--- src/rtl/bf_axi_lite_master.sv ---
// bf_axi_lite_master
// Single-outstanding AXI4-Lite initiator for the bf_16x16 slave. A valid/ready
// command (read or write of one word at a word offset) becomes exactly one
// AXI4-Lite transaction. The result comes back as one response beat carrying
// read data and the slave's BRESP/RRESP. Every output comes from a register.
// STAT_HUNG is a sticky flag. It rises when any single wait phase stalls for
// C_HANG_LIMIT cycles, and it clears on the next command accept.

module bf_axi_lite_master #(
  parameter int                            C_M_AXI_ADDR_WIDTH = 32,
  parameter int                            C_M_AXI_DATA_WIDTH = 32,
  parameter logic [C_M_AXI_ADDR_WIDTH-1:0] C_BASEADDR         = 'h77a00000,
  parameter int                            C_OFFSET_WIDTH     = 7,
  parameter int                            C_HANG_LIMIT       = 8
) (
  input  logic                              M_AXI_ACLK,
  input  logic                              M_AXI_ARESET,
  // command stream
  input  logic                              CMD_VALID,
  output logic                              CMD_READY,
  input  logic                              CMD_WRITE,
  input  logic [C_OFFSET_WIDTH-1:0]         CMD_OFFSET,
  input  logic [C_M_AXI_DATA_WIDTH-1:0]     CMD_WDATA,
  // response stream
  output logic                              RSP_VALID,
  input  logic                              RSP_READY,
  output logic [C_M_AXI_DATA_WIDTH-1:0]     RSP_RDATA,
  output logic [1:0]                        RSP_RESP,
  output logic                              STAT_HUNG,
  // write address channel
  output logic [C_M_AXI_ADDR_WIDTH-1:0]     M_AXI_AWADDR,
  output logic                              M_AXI_AWVALID,
  input  logic                              M_AXI_AWREADY,
  // write data channel
  output logic [C_M_AXI_DATA_WIDTH-1:0]     M_AXI_WDATA,
  output logic [C_M_AXI_DATA_WIDTH/8-1:0]   M_AXI_WSTRB,
  output logic                              M_AXI_WVALID,
  input  logic                              M_AXI_WREADY,
  // write response channel
  input  logic [1:0]                        M_AXI_BRESP,
  input  logic                              M_AXI_BVALID,
  output logic                              M_AXI_BREADY,
  // read address channel
  output logic [C_M_AXI_ADDR_WIDTH-1:0]     M_AXI_ARADDR,
  output logic                              M_AXI_ARVALID,
  input  logic                              M_AXI_ARREADY,
  // read data channel
  input  logic [C_M_AXI_DATA_WIDTH-1:0]     M_AXI_RDATA,
  input  logic [1:0]                        M_AXI_RRESP,
  input  logic                              M_AXI_RVALID,
  output logic                              M_AXI_RREADY
);

  localparam int AW = C_M_AXI_ADDR_WIDTH;
  localparam int DW = C_M_AXI_DATA_WIDTH;
  localparam int OW = C_OFFSET_WIDTH;
  localparam int CW = $clog2(C_HANG_LIMIT + 1);
  localparam logic [CW-1:0] HANG_LIMIT_C = CW'(C_HANG_LIMIT);

  localparam logic [2:0] S_IDLE   = 3'd0;
  localparam logic [2:0] S_WRITE  = 3'd1;
  localparam logic [2:0] S_B_WAIT = 3'd2;
  localparam logic [2:0] S_READ   = 3'd3;
  localparam logic [2:0] S_R_WAIT = 3'd4;
  localparam logic [2:0] S_RESP   = 3'd5;

  logic [2:0]    state_q, state_d;
  logic          cmd_ready_q, cmd_ready_d;
  logic          awvalid_q, awvalid_d;
  logic          wvalid_q, wvalid_d;
  logic          bready_q, bready_d;
  logic          arvalid_q, arvalid_d;
  logic          rready_q, rready_d;
  logic          rsp_valid_q, rsp_valid_d;
  logic [DW-1:0] rsp_rdata_q, rsp_rdata_d;
  logic [1:0]    rsp_resp_q, rsp_resp_d;
  logic [AW-1:0] awaddr_q, awaddr_d;
  logic [AW-1:0] araddr_q, araddr_d;
  logic [DW-1:0] wdata_q, wdata_d;
  logic [CW-1:0] hang_cnt_q, hang_cnt_d;
  logic          hung_q, hung_d;

  logic [AW-1:0] cmd_addr;
  logic          cmd_accept;
  logic          aw_pending;
  logic          w_pending;
  logic          b_hs;
  logic          ar_hs;
  logic          r_hs;
  logic          rsp_hs;
  logic          phase_entry;
  logic          phase_stall;

  // The byte address is the base with the word offset shifted into bits [OW+1:2].
  assign cmd_addr = C_BASEADDR | {{(AW-OW-2){1'b0}}, CMD_OFFSET, 2'b00};

  // CMD_READY is only ever high in IDLE, so a handshake alone marks an accept.
  assign cmd_accept = cmd_ready_q & CMD_VALID;
  assign aw_pending = awvalid_q & ~M_AXI_AWREADY;
  assign w_pending  = wvalid_q & ~M_AXI_WREADY;
  assign b_hs       = bready_q & M_AXI_BVALID;
  assign ar_hs      = arvalid_q & M_AXI_ARREADY;
  assign r_hs       = rready_q & M_AXI_RVALID;
  assign rsp_hs     = rsp_valid_q & RSP_READY;

  function automatic logic is_wait_state(input logic [2:0] s);
    return (s == S_WRITE) || (s == S_B_WAIT) || (s == S_READ) || (s == S_R_WAIT);
  endfunction

  assign phase_entry = (state_d != state_q) && is_wait_state(state_d);
  assign phase_stall = is_wait_state(state_q) && (state_d == state_q);

  // Transaction sequencing: one command at a time, through to its response beat.
  always_comb begin
    state_d = state_q;
    case (state_q)
      S_IDLE: begin
        if (cmd_accept) begin
          state_d = CMD_WRITE ? S_WRITE : S_READ;
        end
      end
      S_WRITE: begin
        if (!aw_pending && !w_pending) begin
          state_d = S_B_WAIT;
        end
      end
      S_B_WAIT: begin
        if (b_hs) begin
          state_d = S_RESP;
        end
      end
      S_READ: begin
        if (ar_hs) begin
          state_d = S_R_WAIT;
        end
      end
      S_R_WAIT: begin
        if (r_hs) begin
          state_d = S_RESP;
        end
      end
      S_RESP: begin
        if (rsp_hs) begin
          state_d = S_IDLE;
        end
      end
      default: state_d = S_IDLE;
    endcase
  end

  // Handshake flags: each VALID/READY drops only on its own handshake and is raised on phase entry.
  always_comb begin
    cmd_ready_d = (state_d == S_IDLE);
    awvalid_d   = aw_pending;
    wvalid_d    = w_pending;
    arvalid_d   = arvalid_q & ~M_AXI_ARREADY;
    bready_d    = bready_q & ~M_AXI_BVALID;
    rready_d    = rready_q & ~M_AXI_RVALID;
    rsp_valid_d = rsp_valid_q & ~RSP_READY;
    if (cmd_accept) begin
      if (CMD_WRITE) begin
        awvalid_d = 1'b1;
        wvalid_d  = 1'b1;
      end else begin
        arvalid_d = 1'b1;
      end
    end
    if ((state_q == S_WRITE) && (state_d == S_B_WAIT)) begin
      bready_d = 1'b1;
    end
    if ((state_q == S_READ) && (state_d == S_R_WAIT)) begin
      rready_d = 1'b1;
    end
    if ((state_d == S_RESP) && (state_q != S_RESP)) begin
      rsp_valid_d = 1'b1;
    end
  end

  // Address/data latching on accept, and response capture from the B or R beat.
  always_comb begin
    awaddr_d    = awaddr_q;
    araddr_d    = araddr_q;
    wdata_d     = wdata_q;
    rsp_rdata_d = rsp_rdata_q;
    rsp_resp_d  = rsp_resp_q;
    if (cmd_accept) begin
      if (CMD_WRITE) begin
        awaddr_d = cmd_addr;
        wdata_d  = CMD_WDATA;
      end else begin
        araddr_d = cmd_addr;
      end
    end
    if ((state_q == S_B_WAIT) && b_hs) begin
      rsp_rdata_d = '0;
      rsp_resp_d  = M_AXI_BRESP;
    end
    if ((state_q == S_R_WAIT) && r_hs) begin
      rsp_rdata_d = M_AXI_RDATA;
      rsp_resp_d  = M_AXI_RRESP;
    end
  end

  // Hang watchdog: count stalled cycles in the current wait phase, saturating at the limit.
  always_comb begin
    hang_cnt_d = hang_cnt_q;
    hung_d     = hung_q;
    if (cmd_accept) begin
      hung_d = 1'b0;
    end
    if (phase_entry) begin
      hang_cnt_d = '0;
    end else if (phase_stall && (hang_cnt_q != HANG_LIMIT_C)) begin
      hang_cnt_d = hang_cnt_q + 1'b1;
      if ((hang_cnt_q + 1'b1) == HANG_LIMIT_C) begin
        hung_d = 1'b1;
      end
    end
  end

  // State register; reset abandons any in-flight transaction and drops every VALID/READY.
  always_ff @(posedge M_AXI_ACLK) begin
    if (M_AXI_ARESET) begin
      state_q     <= S_IDLE;
      cmd_ready_q <= 1'b0;
      awvalid_q   <= 1'b0;
      wvalid_q    <= 1'b0;
      bready_q    <= 1'b0;
      arvalid_q   <= 1'b0;
      rready_q    <= 1'b0;
      rsp_valid_q <= 1'b0;
      rsp_rdata_q <= '0;
      rsp_resp_q  <= 2'b00;
      awaddr_q    <= '0;
      araddr_q    <= '0;
      wdata_q     <= '0;
      hang_cnt_q  <= '0;
      hung_q      <= 1'b0;
    end else begin
      state_q     <= state_d;
      cmd_ready_q <= cmd_ready_d;
      awvalid_q   <= awvalid_d;
      wvalid_q    <= wvalid_d;
      bready_q    <= bready_d;
      arvalid_q   <= arvalid_d;
      rready_q    <= rready_d;
      rsp_valid_q <= rsp_valid_d;
      rsp_rdata_q <= rsp_rdata_d;
      rsp_resp_q  <= rsp_resp_d;
      awaddr_q    <= awaddr_d;
      araddr_q    <= araddr_d;
      wdata_q     <= wdata_d;
      hang_cnt_q  <= hang_cnt_d;
      hung_q      <= hung_d;
    end
  end

  assign CMD_READY     = cmd_ready_q;
  assign RSP_VALID     = rsp_valid_q;
  assign RSP_RDATA     = rsp_rdata_q;
  assign RSP_RESP      = rsp_resp_q;
  assign STAT_HUNG     = hung_q;
  assign M_AXI_AWADDR  = awaddr_q;
  assign M_AXI_AWVALID = awvalid_q;
  assign M_AXI_WDATA   = wdata_q;
  assign M_AXI_WSTRB   = '1;
  assign M_AXI_WVALID  = wvalid_q;
  assign M_AXI_BREADY  = bready_q;
  assign M_AXI_ARADDR  = araddr_q;
  assign M_AXI_ARVALID = arvalid_q;
  assign M_AXI_RREADY  = rready_q;

endmodule

--- config.mk ---
export PLATFORM = sky130hd
export DESIGN_NAME = bf_axi_lite_master
export DESIGN_NICKNAME = d
export VERILOG_FILES = /design/src/rtl/bf_axi_lite_master.sv
export SDC_FILE = /design/constraint.sdc
export NUM_CORES = 1
export LEC_CHECK = 0
export CAP_MARGIN = 10
export CORE_ASPECT_RATIO = 1.75
export CORE_MARGIN = 2
export CORE_UTILIZATION = 27
export DETAILED_ROUTE_END_ITERATION = 12
export HOLD_SLACK_MARGIN = 0.06
export PLACE_DENSITY = 0.62
export RECOVER_POWER = 50
export SKIP_LAST_GASP = 1
export SYNTH_ARGS = -nofsm -noshare
export SYNTH_HDL_FRONTEND = slang
export SYNTH_SLANG_ARGS = --single-unit
--- constraint.sdc ---
create_clock -name M_AXI_ACLK -period 3.3 [get_ports M_AXI_ACLK]
set_input_delay 0.66 -clock M_AXI_ACLK [delete_from_list [all_inputs] [get_ports M_AXI_ACLK]]
set_output_delay 0.66 -clock M_AXI_ACLK [all_outputs]
set_load 0.05 [all_outputs]
==> summary.md <==
| Metric | Value |
|---|---|
| Total of max-cap violations | `2` |
| Static leakage | `roughly 0.0023 uW` |
| Remaining antenna violation count | `0` |
| CP arrival | `approximately 2.8 ns` |
| ANT cells | `0` |
| Fin crit share | `roughly four fifths` |
| Clk slew on worst S/H paths | `about 0.07 ns` |
| Sw power | `about 950 uW` |
| DIE AREA | `about 16000 um^2` |
| Number of endpoints failing setup at the final stage | `0` |
| CP endpoint kind | `flip-flop` |
| Maximum VDD drop | `0.000287 V` |
| Synth cell types | `46` |
| Ys async rst share | `0%` |
| TNS Setup | `0 ns` |
| First-pass GRT wire length | `around 18000 um` |
| Clock power share | `36.9%` |
| Die span in y | `about 170 um` |
| Post-DP HPWL | `around 8400 um` |
| Top post-synthesis cells by area | `dfxtp_1, buf_4, nand2_1` |
| Clock sink count | `slightly below 100` |
| H-Tree Level Count | `3` |
| Largest net degree at the start of global routing | `between 40 and 50` |
| Initial Utilization | `27.5%` |
| CTS buffer count | `9` |
| Share of the synthesized area in the top cell type | `between 40% and 50%` |
| Critical Path RT | `3.45 ns` |
| Clock Tree Root | `clkbuf_16` |
| Setup bufs post-CTS | `0` |
| Worst skew pair latency | `between 0.3 and 0.4 ns` |
| Most area-hungry cell type in the Yosys netlist | `dfxtp_1` |
| Top Ports | `between 200 and 250` |
| Avg Cell Area, Syn | `between 8 and 9 um^2` |
| CTS tree | `built` |
| Sequential share of power | `41.9%` |
| Hold/Removal Path Class | `flip-flop to flip-flop` |
| Rel. slew slack | `-19.8%` |
| Nets | `about 730` |
| Final Hold Violating Endpoints | `0` |
| DRC | `0` |
| Seq cells post-synth | `slightly below 100` |
| Clk buf depth | `2` |
| Placer Congestion | `approximately 0.73` |
| Cell Count, Final, Fillers Out | `a little over 800` |
| Mapped cell area | `approximately 4000 um^2` |
| GRT Residual Overflow | `0` |
| Final hold slack | `around 0.45 ns` |
| Critical Path Fanout Max | `33` |
| RSZ-0062 raised after global routing | `false` |
| Final Skew | `between 0.01 and 0.015 ns` |
| Post-Syn Instances | `483` |
| CP Class | `primary input to flip-flop` |
| Worst-Margin Slew | `1.80 ns` |
| Placed cell count | `814` |
| Cell Rows | `~60` |
| Cell internal pwr | `roughly 2000 uW` |
| Combinational group share of total power | `between 20% and 30%` |
| Sequential area share after synthesis | `47.8%` |
| Status | `complete, but fails checks` |
| Total number of vias | `around 3700` |
| Switching Share | `between 30% and 40%` |
| Pwr per Cell Area | `491 nW/um^2` |
| Post-synth EDFFs | `0` |
| Routed len/inst | `13.7 um` |
| Resized Gates After CTS | `0` |
| Yosys warning count | `0` |
| Die width | `between 90 and 100 um` |
| First-iteration detailed-routing DRC count | `about 110` |
| Pre-Repair DR Iteration Count | `4` |
| Fmax | `slightly below 0.4 GHz` |
| Cts hold-fix bufs | `0` |
| Fin crit period | `approximately 2.6 ns` |
| Initial antenna violation count | `0` |
| CP startpoint kind | `primary input` |
| Failing checks | `max-capacitance violations, max-slew violations` |
| Routed WL | `between 10000 and 15000 um` |
| Port Buffers | `around 190` |
| FF-to-FF setup slack | `between 0.8 and 0.9 ns` |
| Filler cells | `1487` |
| Slew Limit Fails | `just over 80` |
| Layout area overhead | `49.6%` |
| Core ar. | `about 15000 um^2` |
| GRT Total Usage | `13.6%` |
| Share of layout cells above drive strength 1 | `under 10%` |
| Vias per cell | `4.44` |
| Layout Utilization | `41.2%` |
| Vias in the first global route | `between 3000 and 4000` |
| Ys flop type | `dfxtp_1` |
==> layer usage <==
layer,GRT usage (%),wire length [um],up-vias
met5,0,0,-
met4,4.53,156,0
met3,3.24,790,8
met2,25.7,6000,160
met1,14.5,4400,1683
li1,-,-,1836
==> registers in the layout, indices dropped and copies added, names as in the netlist <==
name           cells
M_AXI_AWVALID      1
RSP_RDATA         32
RSP_VALID          1
M_AXI_AWADDR       8
M_AXI_ARADDR       8
RSP_RESP           2
M_AXI_RREADY       1
hang_cnt_q         4
M_AXI_BREADY       1
STAT_HUNG          1
M_AXI_WDATA       32
CMD_READY          1
M_AXI_WVALID       1
M_AXI_ARVALID      1
state_q            3
==> per-stage QoR <==
step / worst slack (ns) / area [um^2] / total power (uW)
2_1_floorplan: 1.49 / 4200 / 1730
3_3_place_gp: 0.864 / 5800 / 1910
3_5_place_dp: 0.805 / 5800 / 1920
4_1_cts: 0.927 / 6110 / 3050
5_1_grt: 0.498 / 6080 / 3120
6_report: 0.704 / 6080 / 2990
==> cell families after synthesis <==
| family | count (synthesis) | synth area share [%] |
|---|---|---|
| flip-flops | 97 | 47.8 |
| AND/OR/NAND/NOR | 185 | 20.0 |
| multiplexers | 2 | 0.493 |
| other | 2 | 0.185 |
| adder cells (fa/ha/maj) | 2 | 0.616 |
| AO/OA/AOI/OAI | 104 | 16.2 |
| buffers and inverters | 89 | 14.3 |
| XOR/XNOR | 2 | 0.431 |
==> power by group through the flow <==
stage | Clock, uW | Sequential [uW] | Combinational (uW)
finish | 1100 | 1250 | 634
global route | 1190 | 1260 | 671
CTS | 1150 | 1250 | 647
detailed placement | 0 | 1280 | 646
global placement | 0 | 1270 | 639
floorplan | 0 | 1390 | 346
==> path summary, 6_finish.rpt <==
kind                  startpoint        endpoint  cells past startpoint
setup reg to reg      state_q[2]   RSP_RDATA[14]                      6
hold / removal    M_AXI_WDATA[4]  M_AXI_WDATA[4]                      2
hold reg to reg   M_AXI_WDATA[4]  M_AXI_WDATA[4]                      2
setup / recovery    M_AXI_RVALID   RSP_RDATA[14]                      7
==> placed cells by master (no fill, tap or decap), types with 3 or more instances in the layout <==
cell type	count
conb_1	38
o21ai_0	3
clkdlybuf4s50_1	175
nand3_1	6
nand2b_1	5
nor2_1	50
a21oi_1	55
a22oi_1	33
nor2b_1	4
inv_6	3
a31oi_1	3
dlygate4sd3_1	12
nand2_1	103
inv_1	7
dfxtp_1	97
buf_4	4
clkbuf_16	9
==> layout make-up <==
cell class                 instances  area, um^2  share of cell area (%)
clock buffer                       9         225                    3.71
clock inverter                     7        85.1                    1.40
inverter                           7        26.3                   0.432
multi-input combinational        333        1660                    27.3
sequential                        97        1940                    31.9
tap                              183         229                    3.77
timing repair buffer             194        1910                    31.5
==> worst max-delay path: stages <==
cell           delay, ns
dlygate4sd3_1       0.54
nand3_1             0.12
nor2_4              0.41
nor2b_1             0.18
clkbuf_2            0.47
a22oi_1             0.30
nor2_1              0.07
==> cell usage after synthesis (2+ instances only) <==
cell type	instances
a21o_1	2
a21oi_1	55
a22oi_1	33
a31oi_1	3
and3_1	2
buf_1	2
buf_2	3
buf_4	53
buf_6	6
clkbuf_1	18
conb_1	2
dfxtp_1	97
ha_1	2
inv_1	7
mux2i_1	2
nand2_1	103
nand2b_1	5
nand3_1	6
nand4_1	2
nor2_1	50
nor2b_1	3
o21ai_0	3
Note: power is estimated with default switching activity, not from simulation.
